===== src/rtl/axis_packet_monitor.sv =====
// Purpose: passive AXI4-Stream observer; sticky protocol error flags plus per-TDEST packet beat/byte reports.
// Latency: errors and packet reports are registered, visible the cycle after the offending / tlast beat.
// Backpressure: none; only observes the link. Optional stall timeout: `AXIS_PACKET_MONITOR_STALL_TIMEOUT_EN.
module axis_packet_monitor #(
    parameter int BYTE_WIDTH    = 4,
    parameter int DEST_WIDTH    = 2,
    parameter int MAX_PKT_BEATS = 256,
    parameter int CNT_WIDTH     = 16,
    parameter int STALL_LIMIT   = 1024
) (
    input  logic                    aclk,
    input  logic                    aresetn,
    input  logic                    tvalid,
    input  logic                    tready,
    input  logic [8*BYTE_WIDTH-1:0] tdata,
    input  logic [BYTE_WIDTH-1:0]   tstrb,
    input  logic [BYTE_WIDTH-1:0]   tkeep,
    input  logic                    tlast,
    input  logic [DEST_WIDTH-1:0]   tdest,
    input  logic                    err_clear,
    output logic [5:0]              err_flags,
    output logic                    pkt_done,
    output logic [DEST_WIDTH-1:0]   pkt_dest,
    output logic [CNT_WIDTH-1:0]    pkt_beats,
    output logic [CNT_WIDTH-1:0]    pkt_bytes,
    output logic [CNT_WIDTH-1:0]    pkt_total
);
    localparam int                   NUM_DEST  = 2**DEST_WIDTH;
    localparam int                   PW        = 8*BYTE_WIDTH + 2*BYTE_WIDTH + 1 + DEST_WIDTH;
    localparam logic [CNT_WIDTH-1:0] MAX_BEATS = CNT_WIDTH'(MAX_PKT_BEATS);
    localparam logic [CNT_WIDTH:0]   BYTES_SAT = {1'b0, {CNT_WIDTH{1'b1}}};
    localparam logic                 ST_IDLE   = 1'b0;
    localparam logic                 ST_IN_PKT = 1'b1;

    function automatic logic [CNT_WIDTH:0] popcnt(input logic [BYTE_WIDTH-1:0] v);
        popcnt = '0;
        for (int i = 0; i < BYTE_WIDTH; i++) begin
            popcnt = popcnt + {{CNT_WIDTH{1'b0}}, v[i]};
        end
    endfunction

    logic                               xfer;
    logic [PW-1:0]                      payload;
    logic [CNT_WIDTH:0]                 keep_cnt;
    logic [CNT_WIDTH-1:0]               base_beats, base_bytes, beats_nxt, bytes_nxt;
    logic [CNT_WIDTH:0]                 bytes_sum;
    logic                               stall_det;
    logic [5:0]                         err_det;

    logic [NUM_DEST-1:0]                state_q, state_d;
    logic [NUM_DEST-1:0][CNT_WIDTH-1:0] beats_q, beats_d;
    logic [NUM_DEST-1:0][CNT_WIDTH-1:0] bytes_q, bytes_d;
    logic                               past_ok_q, past_ok_d;
    logic                               prv_valid_q, prv_valid_d;
    logic                               prv_ready_q, prv_ready_d;
    logic [PW-1:0]                      prv_payload_q, prv_payload_d;
    logic [5:0]                         err_q, err_d;
    logic                               pkt_done_q, pkt_done_d;
    logic [DEST_WIDTH-1:0]              pkt_dest_q, pkt_dest_d;
    logic [CNT_WIDTH-1:0]               pkt_beats_q, pkt_beats_d;
    logic [CNT_WIDTH-1:0]               pkt_bytes_q, pkt_bytes_d;
    logic [CNT_WIDTH-1:0]               pkt_total_q, pkt_total_d;

    assign xfer     = tvalid && tready;
    assign payload  = {tdata, tstrb, tkeep, tlast, tdest};
    assign keep_cnt = popcnt(tkeep);

`ifdef AXIS_PACKET_MONITOR_STALL_TIMEOUT_EN
    localparam int            SW        = $clog2(STALL_LIMIT + 1);
    localparam logic [SW-1:0] STALL_MAX = SW'(STALL_LIMIT);
    logic [SW-1:0] stall_cnt_q, stall_cnt_d;

    // Count consecutive stalled cycles, holding once the limit is reached.
    always_comb begin
        stall_cnt_d = stall_cnt_q;
        if (!tvalid || tready) begin
            stall_cnt_d = '0;
        end else if (stall_cnt_q != STALL_MAX) begin
            stall_cnt_d = stall_cnt_q + SW'(1);
        end
    end

    // Stall counter register.
    always_ff @(posedge aclk or negedge aresetn) begin
        if (!aresetn) stall_cnt_q <= '0;
        else          stall_cnt_q <= stall_cnt_d;
    end

    assign stall_det = past_ok_q && (stall_cnt_d == STALL_MAX);
`else
    logic unused_stall_limit;
    assign unused_stall_limit = ^32'(STALL_LIMIT);
    assign stall_det          = 1'b0;
`endif

    // Per-channel next state: only the channel named by tdest moves.
    always_comb begin
        state_d = state_q;
        if (xfer) begin
            state_d[tdest] = tlast ? ST_IDLE : ST_IN_PKT;
        end
    end

    // Per-channel counters and the registered packet report.
    always_comb begin
        base_beats  = (state_q[tdest] == ST_IN_PKT) ? beats_q[tdest] : '0;
        base_bytes  = (state_q[tdest] == ST_IN_PKT) ? bytes_q[tdest] : '0;
        beats_nxt   = (base_beats >= MAX_BEATS) ? MAX_BEATS : base_beats + CNT_WIDTH'(1);
        bytes_sum   = {1'b0, base_bytes} + keep_cnt;
        bytes_nxt   = (bytes_sum > BYTES_SAT) ? BYTES_SAT[CNT_WIDTH-1:0] : bytes_sum[CNT_WIDTH-1:0];
        beats_d     = beats_q;
        bytes_d     = bytes_q;
        pkt_done_d  = 1'b0;
        pkt_dest_d  = pkt_dest_q;
        pkt_beats_d = pkt_beats_q;
        pkt_bytes_d = pkt_bytes_q;
        pkt_total_d = pkt_total_q;
        if (xfer) begin
            if (tlast) begin
                beats_d[tdest] = '0;
                bytes_d[tdest] = '0;
                pkt_done_d     = 1'b1;
                pkt_dest_d     = tdest;
                pkt_beats_d    = beats_nxt;
                pkt_bytes_d    = bytes_nxt;
                pkt_total_d    = pkt_total_q + CNT_WIDTH'(1);
            end else begin
                beats_d[tdest] = beats_nxt;
                bytes_d[tdest] = bytes_nxt;
            end
        end
    end

    // Protocol checks against last cycle's sample; set wins over a same-cycle clear.
    always_comb begin
        err_det[0]    = past_ok_q && prv_valid_q && !prv_ready_q && !tvalid;
        err_det[1]    = past_ok_q && prv_valid_q && !prv_ready_q && (payload != prv_payload_q);
        err_det[2]    = tvalid && |(tstrb & ~tkeep);
        err_det[3]    = xfer && !tlast && (base_beats >= MAX_BEATS);
        err_det[4]    = xfer && (tkeep == '0) && tlast;
        err_det[5]    = stall_det;
        err_d         = (err_clear ? 6'b0 : err_q) | err_det;
        past_ok_d     = 1'b1;
        prv_valid_d   = tvalid;
        prv_ready_d   = tready;
        prv_payload_d = payload;
    end

    // State register for all monitor flops.
    always_ff @(posedge aclk or negedge aresetn) begin
        if (!aresetn) begin
            state_q       <= '0;
            beats_q       <= '0;
            bytes_q       <= '0;
            past_ok_q     <= 1'b0;
            prv_valid_q   <= 1'b0;
            prv_ready_q   <= 1'b0;
            prv_payload_q <= '0;
            err_q         <= '0;
            pkt_done_q    <= 1'b0;
            pkt_dest_q    <= '0;
            pkt_beats_q   <= '0;
            pkt_bytes_q   <= '0;
            pkt_total_q   <= '0;
        end else begin
            state_q       <= state_d;
            beats_q       <= beats_d;
            bytes_q       <= bytes_d;
            past_ok_q     <= past_ok_d;
            prv_valid_q   <= prv_valid_d;
            prv_ready_q   <= prv_ready_d;
            prv_payload_q <= prv_payload_d;
            err_q         <= err_d;
            pkt_done_q    <= pkt_done_d;
            pkt_dest_q    <= pkt_dest_d;
            pkt_beats_q   <= pkt_beats_d;
            pkt_bytes_q   <= pkt_bytes_d;
            pkt_total_q   <= pkt_total_d;
        end
    end

    assign err_flags = err_q;
    assign pkt_done  = pkt_done_q;
    assign pkt_dest  = pkt_dest_q;
    assign pkt_beats = pkt_beats_q;
    assign pkt_bytes = pkt_bytes_q;
    assign pkt_total = pkt_total_q;
endmodule


===== config.mk =====
export PLATFORM = sky130hd
export DESIGN_NAME = axis_packet_monitor
export DESIGN_NICKNAME = d
export VERILOG_FILES = /design/src/rtl/axis_packet_monitor.sv
export SDC_FILE = /design/constraint.sdc
export NUM_CORES = 1
export LEC_CHECK = 0
export CAP_MARGIN = 15
export CORE_ASPECT_RATIO = 1.75
export CORE_MARGIN = 8
export CORE_UTILIZATION = 50
export CTS_CLUSTER_DIAMETER = 50
export DETAILED_ROUTE_END_ITERATION = 8
export GPL_TIMING_DRIVEN = 0
export MAX_ROUTING_LAYER = met4
export PLACE_DENSITY = 0.76
export SLEW_MARGIN = 10
export SYNTH_ARGS = -nofsm -noshare
export SYNTH_HDL_FRONTEND = slang
export SYNTH_SLANG_ARGS = --single-unit

===== constraint.sdc =====
create_clock -name aclk -period 4.45 [get_ports aclk]
set_clock_uncertainty 0.2 [all_clocks]
set_input_delay 0.89 -clock aclk [delete_from_list [all_inputs] [get_ports aclk]]
set_output_delay 0.89 -clock aclk [all_outputs]
set_load 0.05 [all_outputs]

* Word level (Yosys, flattened, before mapping)
Index checks and enable logic that the tools add are counted.
** Word-level totals
- Bits in registers :: 235
- Input port bits :: 48
- Output and inout bits :: 57
- Logic and storage cells :: 76
** Operators by class
- $add $sub $neg :: 6
- Magnitude comparators :: 4
- Equality and inequality tests :: 1
- Muxes and demuxes :: 23
- Bitwise logic cells :: 6
- Reduce and logical (&&, ||, !) cells :: 17
** Operators with widths (count)
- $and A64 B64 Y64 :: 2
- $bwmux W64 :: 2
- $mux W64 :: 2
- $mux W16 :: 7
- $bmux W16 S2 :: 2
- $not A64 Y64 :: 1
- $ne A43 B43 Y1 :: 1
- $add A16 B1 Y16 const B :: 2
- $demux W16 S2 :: 1
- $add A16 B4 Y17 :: 1
- $gt A17 B16 Y1 const B :: 1
- $ge A16 B9 Y1 const B :: 1
- $logic_and A1 B1 Y1 :: 11
- $mux W6 :: 1
- $or A6 B5 Y6 :: 1
- $mux W1 :: 5
- $add A3 B1 Y4 :: 1
- $and A4 B4 Y4 :: 1
- $bwmux W4 :: 1
- $logic_not A4 Y1 :: 1
- $not A4 Y4 :: 1
- $reduce_or A4 Y1 :: 1
- $add A2 B1 Y3 :: 1
- $logic_not A1 Y1 :: 3
- 6 further kinds :: 6

* Longest topological paths before layout
- Depth in word-level cells :: 8
- Mapped depth :: 17
- Gate-level depth less buffers :: 12

* Worst setup path before layout
Ideal clock, no wire load.
- Kind :: input -> register
- Start point :: input tdest[0]
- End point :: register bytes_q[38] (netlist name)
- Data arrival time :: 4192 ps
- Required time :: 4167 ps
- Setup slack :: -24 ps
- Stages :: 15
- Buffers on the path :: 4
- Cells stage by stage :: buf_4 buf_4 buf_2 buf_1 mux4_2 and2_1 fa_1 inv_1 fa_1 inv_1 and3_1 and2_1 and3_1 or3_1 o21ai_0
** On the way
- Word-level cells in the longest chain between the ends :: 8
- Elaborated cells on any way between the ends :: 17
- Those cells by class :: add/sub: 1; order compare: 3; mux: 10; bitwise: 2; reduce/logical: 1
** RTL lines
- start: declaration :: RTL line 19 : input logic [DEST_WIDTH-1:0] tdest,
- $bmux W16 S2 / $bmux W1 S2 (equally long branches) :: RTL line 107 : base_bytes = (state_q[tdest] == ST_IN_PKT) ? bytes_q[tdest] : '0;
- $mux W16 (not written as such) / $mux W1 (equally long branches) :: RTL line 107
- $mux W16 :: RTL line 107
- $add A16 B4 Y17 :: RTL line 109 : bytes_sum = {1'b0, base_bytes} + keep_cnt;
- $gt A17 B16 Y1 :: RTL line 110 : bytes_nxt = (bytes_sum > BYTES_SAT) ? BYTES_SAT[CNT_WIDTH-1:0] : bytes_sum[CNT_WIDTH-1:0];
- $mux W16 :: RTL line 110
- $bwmux W64 :: RTL line 129 : bytes_d[tdest] = bytes_nxt;
- $mux W64 * :: RTL line 119 : if (tlast) begin
- end signal: assignment :: RTL line 168 : bytes_q <= bytes_d;
- end: declaration :: RTL line 52 : logic [NUM_DEST-1:0][CNT_WIDTH-1:0] bytes_q, bytes_d;
Mark *: on every way between the ends. The rest lies on a longest branch, timed or not. The select of a mux whose other input is x is not followed.
A chain may end at the register's enable or synchronous reset.

* Worst setup path in the final report
- Start point :: input tdest[0]
- End point :: register bytes_q[25] (netlist name)
The elaborated chain is that of the path after synthesis.

==> impl_metrics.yaml <==
clock_tree:
  cts_buffer_depth: 3
  cts_tree: "yes"
  cts_buffers: 21
  insertion_delay_ns: 0.50
  cts.clk_slew.worst_paths_ns: 0.06
  clock_sinks: 234
  h-tree-depth: 1
  root_buffer: "clkbuf_16"
  cts.hold.buffers_added: 0
sta:
  finalHoldViolCount: 0
  slew_viol_final: 0
  finalSetupViolCount: 0
  slew-limit-headroom_pct: 54.2
  fin_crit_sh_pct: 98.4
  max_freq_mhz: 228
  tightestPinTransition_ns: 0.681
  rsz0062_at_grt: "true"
  finalCriticalPeriod_ns: 4.38
  setup_tns_ns: 0
critical_path:
  reg2reg_from: "state_q[3]"
  cp-end-kind: "flop"
  critPathLaunchType: "input port"
  critical_path_class: "in2reg"
  worst-path-buf-inv: 6
  required_ns: 4.65
  critPathArrivalTime_ns: 4.58
  reg2reg_slack_ns: 0.79
  slowest_delay_ns: 0.54
  critPathLaunch: "tdest[0]"
  crit_family: "buffers and inverters"
  reg2regPathDepth: 13
  path_cells: "clkdlybuf4s50_1 -> buf_8 -> mux4_2 -> buf_2 -> clkbuf_4 -> and2_1 -> fa_1 -> inv_1 -> fa_1 -> inv_1 -> and3_1 -> nand2_2 -> nor3_2 -> a21oi_1 -> o21ai_0"
  crit_slowest_cell: "nor3_2"
  timing.rr.end: "bytes_q[25]"
  crit_fanout: 10
  cp.depth: 15
grt:
  grt_max_degree: 113
  grt_pass1_vias: 7683
  grt_usage_pct: 21.8
  grt_first_pass_wirelength_um: 41400
  antenna_found_initial: 0
  grt_overflow: 0
die:
  initial_utilization_pct: 50.9
  die-area_sq_mm: 0.0250
  die_h_um: 203
  core_area_sq_mm: 0.0197
  io_pins: 105
  num_rows: 68
  fp.dieW_um: 123
layout:
  instances_no_fill: 1263
  ff_latch_area_sq_mm: 0.00586
  fillerInstances: 1571
  fin_area_sq_mm: 0.0122
  nNetsFinal: 1063
  antenna_cells: 0
  drive_gt1_share_pct: 9.82
  layout-area-overhead-vs-synth_pct: 21.9
  fin_util_pct: 62.1
  multi_input_area_sq_mm: 0.00397
drt:
  drc: 0
  routed_wl_um: 26300
  routed-via-count: 7282
  wl_per_cell_um: 20.9
  drt-pass1-iter-count: 4
  avgViaCountPerCell: 5.77
  drtAntennaViolNets: 0
  top_layer_used: "met4"
  dr_wl_met2_um: 13800
  wirelength_met1_um: 9800
  dr_wl_met3_um: 1480
  drt_iter0_markers: 538
logic_synthesis:
  syn-instance-count: 875
  async_flop_share_pct: 100
  synth_flop_cell: "dfrtp_1"
  ys_warn_count: 0
  synth_cell_types: 55
  yosys.area.top_type: "dfrtp_1"
  synth_area_sq_mm: 0.0100
  ys_ff_latch: 234
  synth_edf_count: 0
  yosys.area.top_type_share_pct: 58.5
  postSynthAreaPerCell_sq_um: 11.4
  ys_seq_area_share_pct: 58.5
  netlist_top_cells_area: "dfrtp_1, mux4_2, nand2_1"
  syn_nets: 930
power:
  leakagePower_nw: 5.48
  powerDensity_mw_per_mm2: 392
  ir_worst_vdd_mv: 0.312
  total_power_mw: 4.79
placement:
  place_area_sq_mm: 0.0114
  dp.cells: 1225
  dp_hpwl_um: 19300
  routabilityCongestion: 0.970
  portBuffers: 103
hold_path:
  hold_class: "in2async"
status:
  status: "complete, no violations"
job:
  drv_cap: 0
==> cell usage after synthesis (13+ instances only) <==
master,count
and3_1,14
nor4_1,13
mux4_2,25
and2_1,35
nand3_1,15
a21oi_1,21
o21ai_0,66
o31ai_1,19
inv_1,15
xor2_1,57
dfrtp_1,234
nor2_1,36
clkbuf_1,35
nand2_1,144
o21ai_1,15
==> worst reg2reg max path, stage by stage (launching register included) <==
cell and delay [ns]:
dfrtp_1 0.39, mux4_2 0.27, buf_2 0.26, clkbuf_4 0.28, and2_1 0.16, fa_1 0.18
inv_1 0.06, fa_1 0.35, inv_1 0.09, and3_1 0.22, nand2_2 0.14, nor3_2 0.54
a21oi_1 0.22, o21ai_0 0.21
==> sequential cells by signal, indices dropped and copies added (netlist names), 2 cells and up <==
| register | count |
|---|---|
| pkt_dest | 2 |
| pkt_beats | 16 |
| prv_payload_q | 43 |
| state_q | 4 |
| beats_q | 64 |
| err_flags | 5 |
| bytes_q | 64 |
| pkt_total | 16 |
| pkt_bytes | 16 |
==> worst max-delay path by stage <==
stage / slack [ns] / endpoint
after global routing: -0.007 / pkt_bytes[7]
after floorplan: 0.08 / pkt_bytes[13]
final: 0.07 / bytes_q[25]
after detailed placement: -1.85 / bytes_q[7]
after global placement: -7.40 / pkt_beats[13]
after CTS: 0.005 / bytes_q[54]
==> cells in the final DEF, fill, tap and decap left out, types with 8 or more instances in the layout <==
master / instances
a21oi_1: 20
a22o_1: 10
and2_1: 35
and3_1: 14
clkbuf_1: 37
clkbuf_16: 21
clkdlybuf4s50_1: 101
dfrtp_1: 234
inv_1: 15
mux4_2: 25
nand2_1: 142
nand3_1: 15
nand4_1: 12
nor2_1: 35
nor4_1: 13
o21ai_0: 58
o21ai_1: 20
o31ai_1: 19
o41ai_1: 8
xnor2_1: 12
xor2_1: 57
==> where the power goes <==
group | leakage, nW | total [mW] | internal [mW] | switching (mW)
clock | 0.300 | 1.68 | 0.932 | 0.744
sequential | 3.09 | 2.34 | 2.25 | 0.0830
combinational | 2.08 | 0.774 | 0.281 | 0.493
total | 5.48 | 4.79 | 3.47 | 1.32
==> timing repair <==
item                                    in CTS  in global routing
pin swaps                                    1                  1
gates resized for setup                     36                 14
setup buffers                                1                  5
endpoints found under the hold margin        0                  0
endpoints found under the setup margin      80                 56
==> cell families after synthesis <==
kind of cell             after synthesis  synth area share [%]
AND/OR/NAND/NOR                      299                  14.2
flip-flops                           234                  58.5
AO/OA/AOI/OAI                        168                  10.9
XOR/XNOR                              69                  6.04
buffers and inverters                 61                  2.52
multiplexers                          35                  6.71
adder cells (fa/ha/maj)                7                  1.10
other                                  2                0.0750
==> final cells by class <==
class	count	share of cell area (%)
plain buffers	44	2.17
flip-flops and latches	234	48.0
repair buffers	111	9.33
well taps	245	2.51
multi-input cells	580	32.5
clock inverters	1	0.0410
clock buffers	32	4.97
inverters	16	0.492
==> metrics by stage <==
stage	worst slack [ns]	hold slack [ns]
after detailed placement	-1.85	0.258
after global placement	-7.40	0.251
after floorplan	0.0818	0.238
after CTS	0.00470	0.0122
final	0.0692	0.0156
after global routing	-0.00747	0.00391
==> per-layer routing <==
metal	vias to the layer above	global-route usage, %
li1	3325	-
met1	3632	24.1
met2	245	37.2
met3	80	3.43
met4	0	10.8
met5	-	-
(Power assumes the default switching activity.)
